### config.mk
export PLATFORM = sky130hd
export DESIGN_NAME = frame_loader
export DESIGN_NICKNAME = d
export VERILOG_FILES = /design/src/rtl/frame_pkg.sv /design/src/rtl/frame_buffer.sv /design/src/rtl/frame_loader.sv
export SDC_FILE = /design/constraint.sdc
export NUM_CORES = 1
export LEC_CHECK = 0
export CAP_MARGIN = 20
export CELL_PAD_IN_SITES_DETAIL_PLACEMENT = 1
export CELL_PAD_IN_SITES_GLOBAL_PLACEMENT = 1
export CORE_MARGIN = 2
export CORE_UTILIZATION = 40
export DETAILED_ROUTE_END_ITERATION = 8
export HOLD_SLACK_MARGIN = 0.05
export PLACE_DENSITY_LB_ADDON = 0.2
export SYNTH_ARGS = -nofsm -noshare
export SYNTH_HDL_FRONTEND = slang
export SYNTH_SLANG_ARGS = --single-unit
export TNS_END_PERCENT = 50
### constraint.sdc
create_clock -name clk -period 5.4 [get_ports clk]
set_clock_uncertainty 0.05 [all_clocks]
set_input_delay 1.08 -clock clk [delete_from_list [all_inputs] [get_ports clk]]
set_output_delay 1.08 -clock clk [all_outputs]
set_load 0.05 [all_outputs]
### src/rtl/frame_pkg.sv
// Shared definitions for the frame loader slice.
//   - state_t   : loader FSM state encoding (3 bits)
//   - FRAME_LEN : number of words packed into one frame
//   - CNT_W     : width of the external frame counter / buffer address
package frame_pkg;

  localparam int FRAME_LEN = 8;
  localparam int CNT_W     = 3;

  typedef enum logic [2:0] {
    S_ALIGN = 3'd0,
    S_IDLE  = 3'd1,
    S_LOAD  = 3'd2,
    S_CHECK = 3'd3,
    S_OUT   = 3'd4
  } state_t;

endpackage

### src/rtl/frame_buffer.sv
// Frame storage: FRAME_LEN words of DATA_W bits.
// Ports:
//   clk    in   single clock
//   rst_n  in   synchronous active-low clear of every word
//   we     in   write enable
//   addr   in   word index to write
//   wdata  in   word to write
//   rdata  out  all words packed, word 0 in the LSBs
module frame_buffer
  import frame_pkg::*;
#(
  parameter int DATA_W = 8
) (
  input  logic                          clk,
  input  logic                          rst_n,
  input  logic                          we,
  input  logic [CNT_W-1:0]              addr,
  input  logic [DATA_W-1:0]             wdata,
  output logic [FRAME_LEN*DATA_W-1:0]   rdata
);

  logic [DATA_W-1:0] mem_q [FRAME_LEN];

  always_ff @(posedge clk) begin
    if (!rst_n) begin
      for (int i = 0; i < FRAME_LEN; i++) mem_q[i] <= '0;
    end else if (we) begin
      mem_q[addr] <= wdata;
    end
  end

  always_comb begin
    rdata = '0;
    for (int i = 0; i < FRAME_LEN; i++) rdata[i*DATA_W +: DATA_W] = mem_q[i];
  end

endmodule

### src/rtl/frame_loader.sv
// Upstream controller for an external 3-bit frame counter. Accepts words over
// valid/ready, steps the counter once per accepted word and uses its value as
// the buffer address. After a full frame it verifies the counter wrapped and
// offers the packed frame downstream over valid/ready.
// Ports:
//   clk, rst_n       clock and synchronous active-low reset
//   start            begin a frame (only looked at in IDLE)
//   in_valid/in_data/in_ready   input word stream
//   count, co        counter value and registered carry from the counter
//   count_enable     combinational increment request to the counter
//   out_valid/out_data/out_ready  packed frame stream
//   busy             loader not idle
//   err              sticky flag: counter did not wrap at a frame end
module frame_loader
  import frame_pkg::*;
#(
  parameter int DATA_W = 8
) (
  input  logic                          clk,
  input  logic                          rst_n,
  input  logic                          start,
  input  logic                          in_valid,
  input  logic [DATA_W-1:0]             in_data,
  output logic                          in_ready,
  input  logic [CNT_W-1:0]              count,
  input  logic                          co,
  output logic                          count_enable,
  output logic                          out_valid,
  output logic [FRAME_LEN*DATA_W-1:0]   out_data,
  input  logic                          out_ready,
  output logic                          busy,
  output logic                          err
);

  state_t state_q, state_d;
  logic   err_q, err_d;
  logic   buf_we;

  frame_buffer #(.DATA_W(DATA_W)) u_buffer (
    .clk   (clk),
    .rst_n (rst_n),
    .we    (buf_we),
    .addr  (count),
    .wdata (in_data),
    .rdata (out_data)
  );

  always_ff @(posedge clk) begin
    if (!rst_n) begin
      state_q <= S_ALIGN;
      err_q   <= 1'b0;
    end else begin
      state_q <= state_d;
      err_q   <= err_d;
    end
  end

  // Every output is forced low while reset is held, so the counter cannot be
  // stepped and no handshake can complete before ALIGN runs.
  always_comb begin
    state_d      = state_q;
    err_d        = err_q;
    in_ready     = 1'b0;
    out_valid    = 1'b0;
    count_enable = 1'b0;
    buf_we       = 1'b0;
    if (rst_n) begin
      case (state_q)
        // The counter has no reset; walk it forward until it reads zero.
        S_ALIGN: begin
          if (count != '0) count_enable = 1'b1;
          else             state_d      = S_IDLE;
        end
        S_IDLE: begin
          if (start) state_d = S_LOAD;
        end
        S_LOAD: begin
          in_ready = 1'b1;
          if (in_valid) begin
            buf_we       = 1'b1;
            count_enable = 1'b1;
            if (count == CNT_W'(FRAME_LEN - 1)) state_d = S_CHECK;
          end
        end
        // After the eighth increment the counter must have wrapped to zero
        // and raised its carry; anything else means the address got out of step.
        S_CHECK: begin
          if (!(co && count == '0)) err_d = 1'b1;
          state_d = S_OUT;
        end
        S_OUT: begin
          out_valid = 1'b1;
          if (out_ready) state_d = S_IDLE;
        end
        default: state_d = S_ALIGN;
      endcase
    end
  end

  assign busy = (state_q != S_IDLE);
  assign err  = err_q;

endmodule
# --- Yosys cells after proc, flatten, opt, wreduce, memory -nomap -nowiden ---
# Memory sizes are Yosys's and may differ from the RTL's.
# Index checks and enable logic that the tools add are counted.
word_totals:
  ff_bits: 4
  latchBits: 0
  mem_bits_rw: 64
  rom_bits: 0
  in_bits: 17
  output_inout_bits: 69
  wordCells: 45
  n_memories: 1
mem_list:
  columns: ["name", "depth", "word_bits", "read_ports", "rd_clocked_by_memory_dff", "wr", "line", "source"]
  rows:
  - ["u_buffer.mem_q", 8, 8, 8, 0, 8, "frame_buffer.sv:22", "logic [DATA_W-1:0] mem_q [FRAME_LEN];"]
classes:
  add_sub_neg: 0
  n_mul: 0
  div_mod_pow: 0
  magnitude_cmp: 0
  eq_ne: 11
  shift: 0
  muxes: 23
  bitwise: 1
  n_reduce_logical: 7
op_table:
  columns: ["operator", "count"]
  rows:
  - ["2-to-1 mux 3 bit", 6]
  - ["case mux 3 bit (5 select lines)", 1]
  - ["2-to-1 mux 1 bit", 14]
  - ["!= test 2 bit, second input constant", 5]
  - ["2-to-1 mux 8 bit", 1]
  - ["OR reduction 8 bit", 1]
  - ["equality test 3 x 2 -> 1 bit, second input constant", 2]
  - ["equality test 3 bit, second input constant", 2]
  - ["zero test 3 bit", 2]
  - ["AND reduction 5 bit", 1]
  - ["equality test 3 x 1 -> 1 bit, second input constant", 1]
  - ["!= test 3 x 1 -> 1 bit, second input constant", 1]
  - ["nonzero test 3 bit", 1]
  - ["case mux 1 bit (2 select lines)", 1]
  - ["AND reduction 2 bit", 1]
  - ["logical AND 1 bit", 1]
  - ["inverter 1 bit", 1]

# --- Logic depth before layout (Yosys ltp) ---
depth:
  depth_word: 8
  ltp_mapped: 4
  mapped_depth_nobuf: 3

# --- Cells and area by module ---
# Synthesis repeated with hierarchy kept, for this count alone.
hier_totals:
  hier_cells: 206
  hier_area_um2: 2735.1
modules_own_cells:
  columns: ["mod", "instances", "cells_each", "area_each_um2"]
  rows:
  - ["frame_buffer", 1, 170, 2437.3]
  - ["frame_loader", 1, 36, 297.8]

# --- Least setup slack after synthesis ---
# Ideal clock, no wire load.
synth_timing:
  kind: "input to output"
  start: "input port rst_n"
  end: "output port count_enable"
  arrival_ps: 2710
  required_ps: 4270
  slack_ps: 1560
  cell_stages: 3
  cell_sequence: "or3b_1 > buf_6 > nor3_1"
synth_between:
  elab_chain_cells: 1
synth_rtl:
  columns: ["item", "line", "source"]
  rows:
  - ["start, declared", "frame_loader.sv:20", "input logic rst_n,"]
  - ["2-to-1 mux 1 bit", "frame_loader.sv:67", "if (rst_n) begin"]
  - ["end, declared", "frame_loader.sv:27", "output logic count_enable,"]
# No other way between the ends.

# --- Final worst setup path ---
# Same ends and word-level chain as after synthesis.

==> impl_metrics.csv <==
group,metric,value,unit
outcome,status,"finished, final reports clean",
final_layout,stdcell_area,3915,um2
clocking,cts_tree,"yes",
pwr,internal-power,853.1,uW
flow_run,maxCapViolCount,0,
global_route,grt_pass1_wl,9680,um
critical_path,worstSetupEndpointType,"primary output",
clocking,cts_root_buf,"clkbuf_8",
sta,min_period,4477,ps
pwr,powerDensity,294.7,nW/um2
global_route,grt-ovfl-total,0,
critical_path,path_cells,"clkdlybuf4s50_1 > buf_4 > or3b_1 > buf_4 > nor3_1 > clkdlybuf4s50_1",
final_layout,final_common_cell,"clkdlybuf4s50_1",
global_route,grtUsageTotal,0.1789,
route,routed_wl,6425,um
yosys,ys_warn_count,0,
yosys,ys_ff_latch,68,
critical_path,critPathLaunchType,"input port",
yosys,synth_cells,179,
die,die_h,87.52,um
yosys,synth_top_family_by_area,"simple AND/OR/NAND/NOR gates",
pwr,pwr-share-comb,0.143,
pwr,seq_power_share,0.521,
yosys,synth_mux_area_frac,0,
sta,tightest_slew,541.8,ps
sta,rsz0062_at_grt,"false",
pwr,peakVddDrop,130.9,uV
yosys,async_flop_share,0,
route,drc,0,
placement,hpwl,4424,um
placement,port_buffers,85,
yosys,synth_area,2790,um2
die,die_w,87.52,um
sta,period_share,0.8290,
clocking,numCtsBuffers,9,
clocking,post_cts_buffers,0,
final_layout,final_cell_mix,"85 x clkdlybuf4s50_1, 64 x and2_1, 64 x edfxtp_1, 9 x clkbuf_8",
die,coreArea,6756,um2
yosys,synth_adder_area_share,0,
sta,relSlewSlack,0.6377,
sta,fmax,223.4,MHz
global_route,grt_pass1_vias,1743,
clocking,clock_sinks,68,
final_layout,syn2layout_area_growth,40.31,%
critical_path,regToRegSetupSlack,3250,ps
final_layout,fin_nets,292,
critical_path,critPathMaxStageDelay,830,ps
sta,hold_viol,0,
pwr,power_switching,300.7,uW
yosys,syn_nets,196,
yosys,synth_edf_count,64,
final_layout,final_cell_count_no_fill,359,
die,rows,30,
yosys,yosysSeqAreaShare,0.7175,
yosys,dominantRegCellSynth,"edfxtp_1",
route,via_per_inst,4.981,
critical_path,crit_arrival,3350,ps
final_layout,layout-drive-gt1-share,0.08602,
yosys,synthSimpleGateAreaFrac,0.2601,
global_route,antenna_found_initial,0,
route,first_pass_iters,4,
critical_path,required,4270,ps
yosys,syn_avg_cell_area,15.59,um2
die,io_pins,86,
critical_path,path_max_fanout,15,
die,initial_core_util,0.4130,
clocking,cts-resized-gates,0,
die,dieArea,7660,um2
clocking,htreeDepth,3,
route,drt_iter0_drc,72,
clocking,cts.hold.buffers_added,0,
min_path,min_path_type,"register to register",
clocking,clock_latency,330,ps
yosys,synthDistinctLibCells,25,
yosys,yosysTopAreaCellShare,0.6888,
yosys,synth-xor-area-share,0,
yosys,yosys-top-cells-area,"edfxtp_1 69%, and2_1 14%, nor3_4 3.5%",
yosys,synth_area_leader_cell,"edfxtp_1",
critical_path,cp_slowest_cell,"clkdlybuf4s50_1",
yosys,synth-compound-area-share,0.01570,
sta,fin_setup_tns,0,ps
sta,setup_viol,0,
global_route,grt_max_degree,16,
route,antenna_left,0,
pwr,clockPowerShare,0.336,
pwr,switching_share,0.2606,
final_layout,diodes,0,
pwr,power.leakage,0.001447,uW
placement,place.gp.congestion,0.7427,
pwr,power,1154,uW
sta,slew_viol_final,0,
critical_path,crit_type,"input port to primary output",
placement,placed_area,3741,um2
clocking,clk_pin_slew_worst_paths,70,ps
route,num_vias,1788,
route,wl_per_cell,17.90,um
placement,dp.cells,344,
clocking,cts_buffer_depth,2,
cell families after synthesis:
group / count (synthesis)
AO/OA/AOI/OAI: 7
buffers and inverters: 3
flip-flops: 68
AND/OR/NAND/NOR: 101
worst paths after layout:
kind	start	endpoint	depth (start not counted)
min	err$_SDFFE_PN0P_	err$_SDFFE_PN0P_	1
max	rst_n	count_enable	6
max reg2reg	state_q[2]$_SDFFE_PN0P_	u_buffer.mem_q[1][7]$_SDFFCE_PN0P_	4
min reg2reg	err$_SDFFE_PN0P_	err$_SDFFE_PN0P_	1
power groups by stage:
stage / registers [uW] / clock network (uW) / logic [uW]
CTS: 601 / 395 / 167
floorplan: 676 / 0 / 34.7
global route: 603 / 416 / 173
detailed placement: 613 / 0 / 166
finish: 601 / 387 / 165
global placement: 612 / 0 / 165
cell usage after synthesis (2+ instances only):
| cell type | n |
|---|---|
| nor4_4 | 2 |
| nand2b_1 | 6 |
| nand3b_1 | 6 |
| nor3_4 | 6 |
| and2_1 | 64 |
| edfxtp_1 | 64 |
| nor2_1 | 4 |
| o21ai_0 | 3 |
| nor3_1 | 2 |
| or2b_1 | 3 |
| nand3_1 | 2 |
| dfxtp_1 | 4 |
stage by stage:
| stage | setup WS, ps | utilization | hold slack, ps |
|---|---|---|---|
| finish | 923.4 | 0.5794 | 436.2 |
| global route | 847.7 | 0.5794 | 450.2 |
| CTS | 917.3 | 0.5794 | 437.7 |
| detailed placement | 935.4 | 0.5537 | 425.3 |
| global placement | 949.1 | 0.5537 | 400.2 |
| floorplan | 1560 | - | 466.6 |
final cells by class:
| cell class | instances | area (um2) |
|---|---|---|
| Clock inverter | 3 | 38.79 |
| Sequential cell | 68 | 2002 |
| Multi-Input combinational cell | 108 | 769.5 |
| Timing Repair Buffer | 87 | 865.8 |
| Clock buffer | 12 | 135.1 |
| Inverter | 1 | 3.754 |
| Tap cell | 80 | 100.1 |
| Fill cell | 666 | 2841 |
sequential cells by signal, summed over array words and instances, names as in the netlist:
| register | cells |
|---|---|
| err | 1 |
| u_buffer.mem_q | 64 |
| state_q | 3 |
routing by layer:
metal  global-route usage  share of wire
met5                    0              0
met2               0.2837           0.49
met4              0.09790          0.025
met1               0.2293           0.44
met3              0.03886          0.046
worst max-delay path: cells and delay by family:
family,cells,cell delay [ps]
and+or+nand+nor,2,570
buffers and inverters,4,1690
No activity file was read; power rests on OpenSTA's default activity.
